--- config.mk ---
export PLATFORM = sky130hd
export DESIGN_NAME = rpn_stack_ctrl
export DESIGN_NICKNAME = d
export VERILOG_FILES = /design/src/rtl/rpn_stack_ctrl.sv
export SDC_FILE = /design/constraint.sdc
export NUM_CORES = 1
export LEC_CHECK = 0
export ABC_AREA = 1
export BUFFER_PORTS_ARGS = -buffer_cell sky130_fd_sc_hd__buf_2
export CELL_PAD_IN_SITES_DETAIL_PLACEMENT = 2
export CELL_PAD_IN_SITES_GLOBAL_PLACEMENT = 2
export CORE_MARGIN = 2
export CORE_UTILIZATION = 36
export DETAILED_ROUTE_END_ITERATION = 8
export PLACE_DENSITY = 0.85
export SKIP_CTS_REPAIR_TIMING = 1
export SLEW_MARGIN = 20
export SYNTH_ARGS = -nofsm -noshare
export SYNTH_HDL_FRONTEND = slang
export SYNTH_SLANG_ARGS = --single-unit
--- constraint.sdc ---
create_clock -name in_clk -period 8.7 [get_ports in_clk]
set_input_delay 0.435 -clock in_clk [delete_from_list [all_inputs] [get_ports in_clk]]
set_output_delay 0.435 -clock in_clk [all_outputs]
set_load 0.03 [all_outputs]
--- src/rtl/rpn_stack_ctrl.sv ---
// rpn_stack_ctrl: RPN token sequencer in front of a LIFO stack.
// Turns operands into pushes and operators into pop/pop/push sequences.
module rpn_stack_ctrl #(
    parameter int ADDR_BITS = 3,
    parameter int WORD_BITS = 8
) (
    input  logic                 in_clk,
    input  logic                 in_rst,
    input  logic                 in_valid,
    input  logic                 in_is_op,
    input  logic [WORD_BITS-1:0] in_token,
    output logic                 out_ready,
    output logic [1:0]           out_stack_cmd,
    output logic [WORD_BITS-1:0] out_stack_data,
    input  logic [WORD_BITS-1:0] in_stack_top,
    input  logic                 in_stack_ready,
    output logic [WORD_BITS-1:0] out_top,
    output logic [ADDR_BITS:0]   out_depth,
    output logic                 out_error
);

    localparam logic [1:0] CMD_NOP  = 2'b00;
    localparam logic [1:0] CMD_PUSH = 2'b01;
    localparam logic [1:0] CMD_POP  = 2'b10;

    localparam logic [ADDR_BITS:0] CAP = {1'b1, {ADDR_BITS{1'b0}}};
    localparam logic [ADDR_BITS:0] TWO = {{(ADDR_BITS-1){1'b0}}, 2'b10};
    localparam logic [ADDR_BITS:0] ONE = {{ADDR_BITS{1'b0}}, 1'b1};

    typedef enum logic [2:0] {
        WAIT_RST,
        IDLE,
        WAIT_PUSH,
        WAIT_A,
        POP_B,
        WAIT_B,
        PUSH_RES
    } state_t;

    state_t               state;
    logic [WORD_BITS-1:0] op_a;
    logic [WORD_BITS-1:0] op_b;
    logic [1:0]           op_code;
    logic [WORD_BITS-1:0] result;
    logic [2*WORD_BITS-1:0] product;

    assign out_top = in_stack_top;
    assign product = op_b * op_a;

    // ALU: B is the deeper operand, every result truncated to the word
    always_comb begin
        result = '0;
        unique case (op_code)
            2'b00: result = op_b + op_a;
            2'b01: result = op_b - op_a;
            2'b10: result = product[WORD_BITS-1:0];
            2'b11: result = op_b & op_a;
            default: result = '0;
        endcase
    end

    // Sequencer: all outputs registered so stack ready never reaches cmd
    always_ff @(posedge in_clk or posedge in_rst) begin
        if (in_rst) begin
            state          <= WAIT_RST;
            out_depth      <= '0;
            out_error      <= 1'b0;
            out_stack_cmd  <= CMD_NOP;
            out_stack_data <= '0;
            out_ready      <= 1'b0;
            op_a           <= '0;
            op_b           <= '0;
            op_code        <= 2'b00;
        end else begin
            out_stack_cmd <= CMD_NOP;
            out_error     <= 1'b0;
            out_ready     <= 1'b0;
            unique case (state)
                WAIT_RST, WAIT_PUSH: begin
                    if (in_stack_ready) begin
                        state     <= IDLE;
                        out_ready <= 1'b1;
                    end
                end
                IDLE: begin
                    out_ready <= 1'b1;
                    if (in_valid) begin
                        if (!in_is_op) begin
                            if (out_depth < CAP) begin
                                out_stack_cmd  <= CMD_PUSH;
                                out_stack_data <= in_token;
                                out_depth      <= out_depth + ONE;
                                out_ready      <= 1'b0;
                                state          <= WAIT_PUSH;
                            end else begin
                                out_error <= 1'b1;
                            end
                        end else if (out_depth < TWO) begin
                            out_error <= 1'b1;
                        end else begin
                            op_a          <= in_stack_top;
                            op_code       <= in_token[1:0];
                            out_stack_cmd <= CMD_POP;
                            out_ready     <= 1'b0;
                            state         <= WAIT_A;
                        end
                    end
                end
                WAIT_A: begin
                    if (in_stack_ready) begin
                        state <= POP_B;
                    end
                end
                POP_B: begin
                    op_b          <= in_stack_top;
                    out_stack_cmd <= CMD_POP;
                    state         <= WAIT_B;
                end
                WAIT_B: begin
                    if (in_stack_ready) begin
                        state <= PUSH_RES;
                    end
                end
                PUSH_RES: begin
                    out_stack_cmd  <= CMD_PUSH;
                    out_stack_data <= result;
                    out_depth      <= out_depth - ONE;
                    state          <= WAIT_PUSH;
                end
                default: begin
                    state <= WAIT_RST;
                end
            endcase
        end
    end

endmodule

## After elaboration in Yosys (flattened, before gate mapping)

Cells that the tools add are included.

| operators by class | value |
|---|---|
| bitwise gates (word level) | 2 |
| reductions and logical operators | 7 |
| muxes and demuxes | 30 |
| equal/unequal tests | 17 |
| add/subtract/negate cells | 4 |
| multipliers | 1 |
| order comparisons | 2 |

Operators by type and width:

| cell | count |
|---|---|
| 8-bit case mux with 4 select lines | 1 |
| 8-bit 2-to-1 mux | 3 |
| 3-bit 2-to-1 mux | 7 |
| 3-bit case mux with 6 select lines | 1 |
| 8-bit case mux with 2 select lines | 1 |
| 4-bit 2-to-1 mux | 3 |
| 2-bit != test, second input constant | 6 |
| 3-bit equality test, second input constant | 3 |
| 8-bit adder | 1 |
| 8-bit AND | 1 |
| 8-bit by 8-bit multiplier with 8-bit output | 1 |
| 1-bit 2-to-1 mux | 8 |
| 4-bit case mux with 2 select lines | 1 |
| 4-bit AND reduction | 2 |
| 8-bit subtractor | 1 |
| 3-bit by 2-bit equality test with 1-bit output, second input constant | 2 |
| 2-bit 2-to-1 mux | 3 |
| 3-bit != test, second input constant | 2 |
| 2-bit case mux with 3 select lines | 1 |
| 6-bit AND reduction | 1 |
| 4-bit by 1-bit adder with 4-bit output, second input constant | 1 |
| 2-bit equality test, second input constant | 2 |
| 4-bit by 2-bit less-than comparator with 1-bit output, second input constant | 1 |
| 4-bit less-than comparator, second input constant | 1 |
| other kinds (9) | 9 |

| word-level totals | value |
|---|---|
| flip-flop bits (word level) | 37 |
| logic and storage cells | 72 |
| input port bits | 21 |
| output and inout port bits | 24 |

## Logic depth before layout (Yosys ltp)

| depth | value |
|---|---|
| depth after elaboration | 5 |
| gate-level depth with buffers | 23 |
| gate-level depth less buffers | 22 |

## Worst setup path after synthesis

No wires, ideal clock.

| timing path | value |
|---|---|
| path kind | reg-to-reg |
| from | reg op_b[1] |
| to | reg out_stack_data[7] |
| stages on the path, launching flop included | 23 |
| path slack | 4.791 ns |
| path buffers | 1 |
| setup time | 0.117 ns |
| arrival time | 3.792 ns |
| data required time | 8.583 ns |
| cell sequence | dfrtp_1 buf_2 nand2_1 fa_1 fa_1 inv_1 fa_1 inv_1 fa_1 inv_1 ha_1 nand3_1 nand3_1 nand2_1 nand2_1 nand2_1 inv_1 nor2_1 nand3_1 nand3_1 nand3_1 nand2_1 nand2_1 |

| between the ends | value |
|---|---|
| cells in the longest elaborated chain, start to end | 3 |

Ends and longest elaborated chain:

| item | RTL line | RTL |
|---|---|---|
| start: declaration | 42 | `logic [WORD_BITS-1:0] op_b;` |
| start signal: assignment | 115 | `op_b <= in_stack_top;` |
| 8-bit by 8-bit multiplier with 8-bit output, or another cell as far along | 48 | `assign product = op_b * op_a;` |
| 8-bit case mux with 4 select lines * | 53 | `unique case (op_code)` |
| 8-bit case mux with 2 select lines * | 78 | `unique case (state)` |
| end signal: assignment | 91 | `out_stack_data <= in_token;` |
| end signal: assignment | 126 | `out_stack_data <= result;` |
| end: declaration | 14 | `output logic [WORD_BITS-1:0] out_stack_data,` |

Every way passes the cells marked *; elsewhere a longest branch is shown, timed or not.
A chain may end at the register's enable or synchronous reset.

## Worst setup path in the final report

| timing path | value |
|---|---|
| from | reg op_a[2] |
| to | reg out_stack_data[7] |

| between the ends | value |
|---|---|
| cells in the longest elaborated chain, start to end | 3 |

Ends and longest elaborated chain:

| item | RTL line | RTL |
|---|---|---|
| start: declaration | 41 | `logic [WORD_BITS-1:0] op_a;` |
| start signal: assignment | 101 | `op_a <= in_stack_top;` |
| 8-bit by 8-bit multiplier with 8-bit output, or another cell as far along | 48 |  |
| 8-bit case mux with 4 select lines * | 53 |  |
| 8-bit case mux with 2 select lines * | 78 |  |

Marks and branches as above.

==> report_table.html <==
<table>
<tr><th>Metric</th><th>Value</th></tr>
<tr><th colspan="2">Floorplan</th></tr>
<tr><td>Placement Rows</td><td>35</td></tr>
<tr><td>Die width</td><td>101 µm</td></tr>
<tr><td>Die area</td><td>10100 µm²</td></tr>
<tr><td>Effective utilization at floorplan</td><td>0.367</td></tr>
<tr><td>Total I/O pin count</td><td>45</td></tr>
<tr><td>Vertical die dimension</td><td>101 µm</td></tr>
<tr><td>Total core area</td><td>9150 µm²</td></tr>
<tr><th colspan="2">Routing</th></tr>
<tr><td>Count of antenna-violating nets left after detailed routing</td><td>0</td></tr>
<tr><td>1st-iter DRT viols</td><td>128</td></tr>
<tr><td>DRC violations left</td><td>0</td></tr>
<tr><td>Via density per instance</td><td>5.12</td></tr>
<tr><td>Wire length per cell</td><td>18.0 µm</td></tr>
<tr><td>Drt pass-1 iters</td><td>6</td></tr>
<tr><td>Via Count</td><td>3101</td></tr>
<tr><td>Total length of routed wires</td><td>10.9 mm</td></tr>
<tr><th colspan="2">Logic synthesis</th></tr>
<tr><td>Yosys Warn Count</td><td>0</td></tr>
<tr><td>Mean Syn Cell Area</td><td>7.26 µm²</td></tr>
<tr><td>Top cell type by total area after synthesis</td><td>sky130_fd_sc_hd__dfrtp_1</td></tr>
<tr><td>#FFs+latches synth</td><td>37</td></tr>
<tr><td>Async SR Flop Fraction</td><td>1.00</td></tr>
<tr><td>Post-synthesis instance area</td><td>3360 µm²</td></tr>
<tr><td>Number of instances in the synthesized netlist</td><td>463</td></tr>
<tr><td>Top flip-flop cell by instance count after synthesis</td><td>sky130_fd_sc_hd__dfrtp_1</td></tr>
<tr><td>Sequential fraction of the synthesis area</td><td>0.275</td></tr>
<tr><td>Synth area leaders</td><td>sky130_fd_sc_hd__dfrtp_1 (28%), sky130_fd_sc_hd__nand2_1 (15%), sky130_fd_sc_hd__ha_1 (10%), sky130_fd_sc_hd__inv_1 (9.8%), sky130_fd_sc_hd__fa_1 (8.3%)</td></tr>
<tr><td>Post-Synthesis Net Count</td><td>525</td></tr>
<tr><td>Number of flops mapped to enable cells by yosys</td><td>0</td></tr>
<tr><td>Area share of the largest cell type after synthesis</td><td>0.275</td></tr>
<tr><td>Unique cell type count in the Yosys netlist</td><td>38</td></tr>
<tr><th colspan="2">Critical path</th></tr>
<tr><td>Worst path max stage delay</td><td>0.66 ns</td></tr>
<tr><td>Required time of the worst setup path</td><td>8.90 ns</td></tr>
<tr><td>Crit Path Class</td><td>reg2reg</td></tr>
<tr><td>Critical Path End Type</td><td>flop</td></tr>
<tr><td>Cell count of the worst reg-to-reg path</td><td>21</td></tr>
<tr><td>Critical Path AT</td><td>4.49 ns</td></tr>
<tr><td>Critical path fanouts, max</td><td>13</td></tr>
<tr><td>Crit path top cell by count</td><td>sky130_fd_sc_hd__nand2_1</td></tr>
<tr><td>Crit path buffers/inverters</td><td>4</td></tr>
<tr><td>Critical Path Start Type</td><td>flop</td></tr>
<tr><td>Cells along the critical path</td><td>nand2_1 -&gt; fa_1 -&gt; fa_1 -&gt; inv_1 -&gt; fa_1 -&gt; inv_1 -&gt; fa_1 -&gt; inv_1 -&gt; ha_1 -&gt; nand3_1 -&gt; nand3_1 -&gt; nand2_1 -&gt; nand2_1 -&gt; nand2_1 -&gt; inv_1 -&gt; nor2_1 -&gt; nand3_1 -&gt; nand3_1 -&gt; nand3_1 -&gt; nand2_1 -&gt; nand2_1</td></tr>
<tr><td>Setup slack, reg-to-reg</td><td>4.41 ns</td></tr>
<tr><td>Worst flop-to-flop path startpoint</td><td>op_a[2]</td></tr>
<tr><td>Setup crit start</td><td>op_a[2]</td></tr>
<tr><td>Standard cell with the maximum stage delay on the critical path</td><td>sky130_fd_sc_hd__dfrtp_1</td></tr>
<tr><td>Capturing point of the worst reg2reg path</td><td>out_stack_data[7]</td></tr>
<tr><td>CP delay by family, top</td><td>adder cells</td></tr>
<tr><th colspan="2">CTS</th></tr>
<tr><td>CTS Sinks</td><td>37</td></tr>
<tr><td>Depth of the CTS H-tree</td><td>2</td></tr>
<tr><td>Number of buffers inserted during clock tree synthesis</td><td>5</td></tr>
<tr><td>CTS clock-pin slew for the worst setup and hold paths</td><td>0.08 ns</td></tr>
<tr><td>Clock Root Buffer</td><td>sky130_fd_sc_hd__clkbuf_8</td></tr>
<tr><td>Maximum clock insertion buffer count</td><td>2</td></tr>
<tr><td>TritonCTS clock tree</td><td>done</td></tr>
<tr><td>Clock Latency Late Sink</td><td>0.30 ns</td></tr>
<tr><th colspan="2">STA</th></tr>
<tr><td>Least-Margin Pin Slew</td><td>0.674 ns</td></tr>
<tr><td>Max Slew Vio Count</td><td>0</td></tr>
<tr><td>Setup violation total in the final timing report</td><td>0</td></tr>
<tr><td>Hold Vio Cnt, Final</td><td>0</td></tr>
<tr><td>Final Worst Setup Slack</td><td>4.41 ns</td></tr>
<tr><td>Worst hold slack across all endpoints</td><td>0.240 ns</td></tr>
<tr><td>Slew Limit Headroom</td><td>0.549</td></tr>
<tr><td>F_max</td><td>0.233 GHz</td></tr>
<tr><td>Shortest clock period the worst path allows after layout</td><td>4.29 ns</td></tr>
<tr><td>Clock Skews</td><td>0.00562 ns</td></tr>
<tr><td>Setup repair after global routing missed its margin</td><td>false</td></tr>
<tr><td>Accumulated negative setup slack</td><td>0 ns</td></tr>
<tr><td>Final period utilization</td><td>0.493</td></tr>
<tr><th colspan="2">GRT</th></tr>
<tr><td>Number of antenna violations at the first check in global routing</td><td>0</td></tr>
<tr><td>Pin count of the biggest net entering global routing</td><td>38</td></tr>
<tr><td>Gr ovfl total</td><td>0</td></tr>
<tr><td>Overall track demand over capacity in global routing</td><td>0.229</td></tr>
<tr><td>First-pass GRT wire length</td><td>17.8 mm</td></tr>
<tr><td>Vias in the first global route</td><td>3505</td></tr>
<tr><th colspan="2">Run</th></tr>
<tr><td>Number of maximum-capacitance constraint violations</td><td>0</td></tr>
<tr><th colspan="2">Placed design</th></tr>
<tr><td>Detail Placement HPWL</td><td>8.03 mm</td></tr>
<tr><td>Placer congestion estimate</td><td>0.879</td></tr>
<tr><td>Post-placement setup slack</td><td>4.38 ns</td></tr>
<tr><td>Count of input and output buffers</td><td>44</td></tr>
<tr><th colspan="2">Layout</th></tr>
<tr><td>Number of antenna cells inserted</td><td>0</td></tr>
<tr><td>Syn-to-layout area delta</td><td>11.1%</td></tr>
<tr><td>Number of nets at the end of the flow</td><td>556</td></tr>
<tr><td>Ratio of cells with drive above 1 in the final layout</td><td>0.137</td></tr>
<tr><th colspan="2">Worst hold path</th></tr>
<tr><td>Min-Delay Path Class</td><td>in2async</td></tr>
<tr><th colspan="2">Run status</th></tr>
<tr><td>Outcome</td><td>finished clean</td></tr>
</table>
-- cell families after synthesis --
group / count (synthesis) / synth area share
compound gates: 70 / 0.128
xor+xnor: 14 / 0.0365
fa+ha+maj: 41 / 0.184
buf+inv: 112 / 0.140
flops: 37 / 0.275
simple gates: 189 / 0.237
-- synthesized netlist by cell type (2+ instances only) --
cell / count
sky130_fd_sc_hd__nand2_1: 133
sky130_fd_sc_hd__inv_1: 88
sky130_fd_sc_hd__dfrtp_1: 37
sky130_fd_sc_hd__o21ai_0: 30
sky130_fd_sc_hd__ha_1: 27
sky130_fd_sc_hd__nor2_1: 21
sky130_fd_sc_hd__nand3_1: 20
sky130_fd_sc_hd__a21oi_1: 18
sky130_fd_sc_hd__fa_1: 14
sky130_fd_sc_hd__buf_2: 11
sky130_fd_sc_hd__buf_4: 9
sky130_fd_sc_hd__xor2_1: 9
sky130_fd_sc_hd__a31oi_1: 5
sky130_fd_sc_hd__o211ai_1: 5
sky130_fd_sc_hd__xnor2_1: 5
sky130_fd_sc_hd__nor2_4: 4
sky130_fd_sc_hd__inv_2: 2
sky130_fd_sc_hd__nand2_2: 2
sky130_fd_sc_hd__nand3b_1: 2
sky130_fd_sc_hd__nand4_1: 2
sky130_fd_sc_hd__o2111ai_1: 2
-- sequential cells by signal, summed over array words and instances (netlist names) --
register and count:
op_a 8, op_b 8, op_code 2, out_depth 4, out_error 1, out_ready 1, out_stack_cmd 2, out_stack_data 8
state 3
-- worst register-to-register path, cell delays in order (launching register included) --
cell and delay, ns:
sky130_fd_sc_hd__dfrtp_1 0.66, sky130_fd_sc_hd__nand2_1 0.15, sky130_fd_sc_hd__fa_1 0.42, sky130_fd_sc_hd__fa_1 0.55, sky130_fd_sc_hd__inv_1 0.05, sky130_fd_sc_hd__fa_1 0.47
sky130_fd_sc_hd__inv_1 0.05, sky130_fd_sc_hd__fa_1 0.54, sky130_fd_sc_hd__inv_1 0.06, sky130_fd_sc_hd__ha_1 0.34, sky130_fd_sc_hd__nand3_1 0.13, sky130_fd_sc_hd__nand3_1 0.08
sky130_fd_sc_hd__nand2_1 0.06, sky130_fd_sc_hd__nand2_1 0.06, sky130_fd_sc_hd__nand2_1 0.06, sky130_fd_sc_hd__inv_1 0.04, sky130_fd_sc_hd__nor2_1 0.12, sky130_fd_sc_hd__nand3_1 0.09
sky130_fd_sc_hd__nand3_1 0.09, sky130_fd_sc_hd__nand3_1 0.06, sky130_fd_sc_hd__nand2_1 0.06, sky130_fd_sc_hd__nand2_1 0.04
-- worst max-delay path by stage --
stage                   endpoint  slack, ns  depth (start not counted)
2_1_floorplan  out_stack_data[7]       4.79                         22
3_3_place_gp   out_stack_data[7]       4.60                         21
3_5_place_dp   out_stack_data[7]       4.38                         21
4_1_cts        out_stack_data[7]       4.37                         21
5_1_grt        out_stack_data[7]       4.07                         21
6_report       out_stack_data[7]       4.41                         21
-- routing by layer --
| metal | routed length (µm) | track usage | up-vias |
|---|---|---|---|
| met4 | 148 | 0.0601 | 0 |
| met3 | 177 | 0.0312 | 11 |
| li1 | - | - | 1492 |
| met1 | 4820 | 0.281 | 1565 |
| met2 | 5780 | 0.419 | 33 |
| met5 | 0 | 0 | - |
-- cell type report --
type	instances	area [µm²]
well taps	111	139
multi-input cells	314	1970
repair buffers	45	228
clock inverters	3	65.1
clock buffers	5	68.8
flip-flops and latches	37	926
fillers	1107	5420
inverters	91	344
-- cell usage in the layout, fill, tap and decap left out, drive strengths merged, types with 2 or more instances in the layout --
cell type	count
ha	27
a21oi	20
bufinv	2
o211ai	5
dfrtp	37
o2111ai	2
clkbuf	5
fa	14
nor2	26
o21ai	31
nand2	135
buf	45
nand3b	2
nand3	20
or2	3
xor2	9
xnor2	5
a31oi	6
inv	91
nand4	2
-- stage by stage --
stage / area [µm²] / utilization / instances
floorplan: 3360 / - / 463
global placement: 3600 / 0.394 / 598
detailed placement: 3600 / 0.394 / 598
CTS: 3740 / 0.408 / 606
global route: 3740 / 0.408 / 606
finish: 3740 / 0.408 / 606
Power is not shown: default switching activity piles up to over one toggle a cycle in this logic, so the estimate is an artifact.
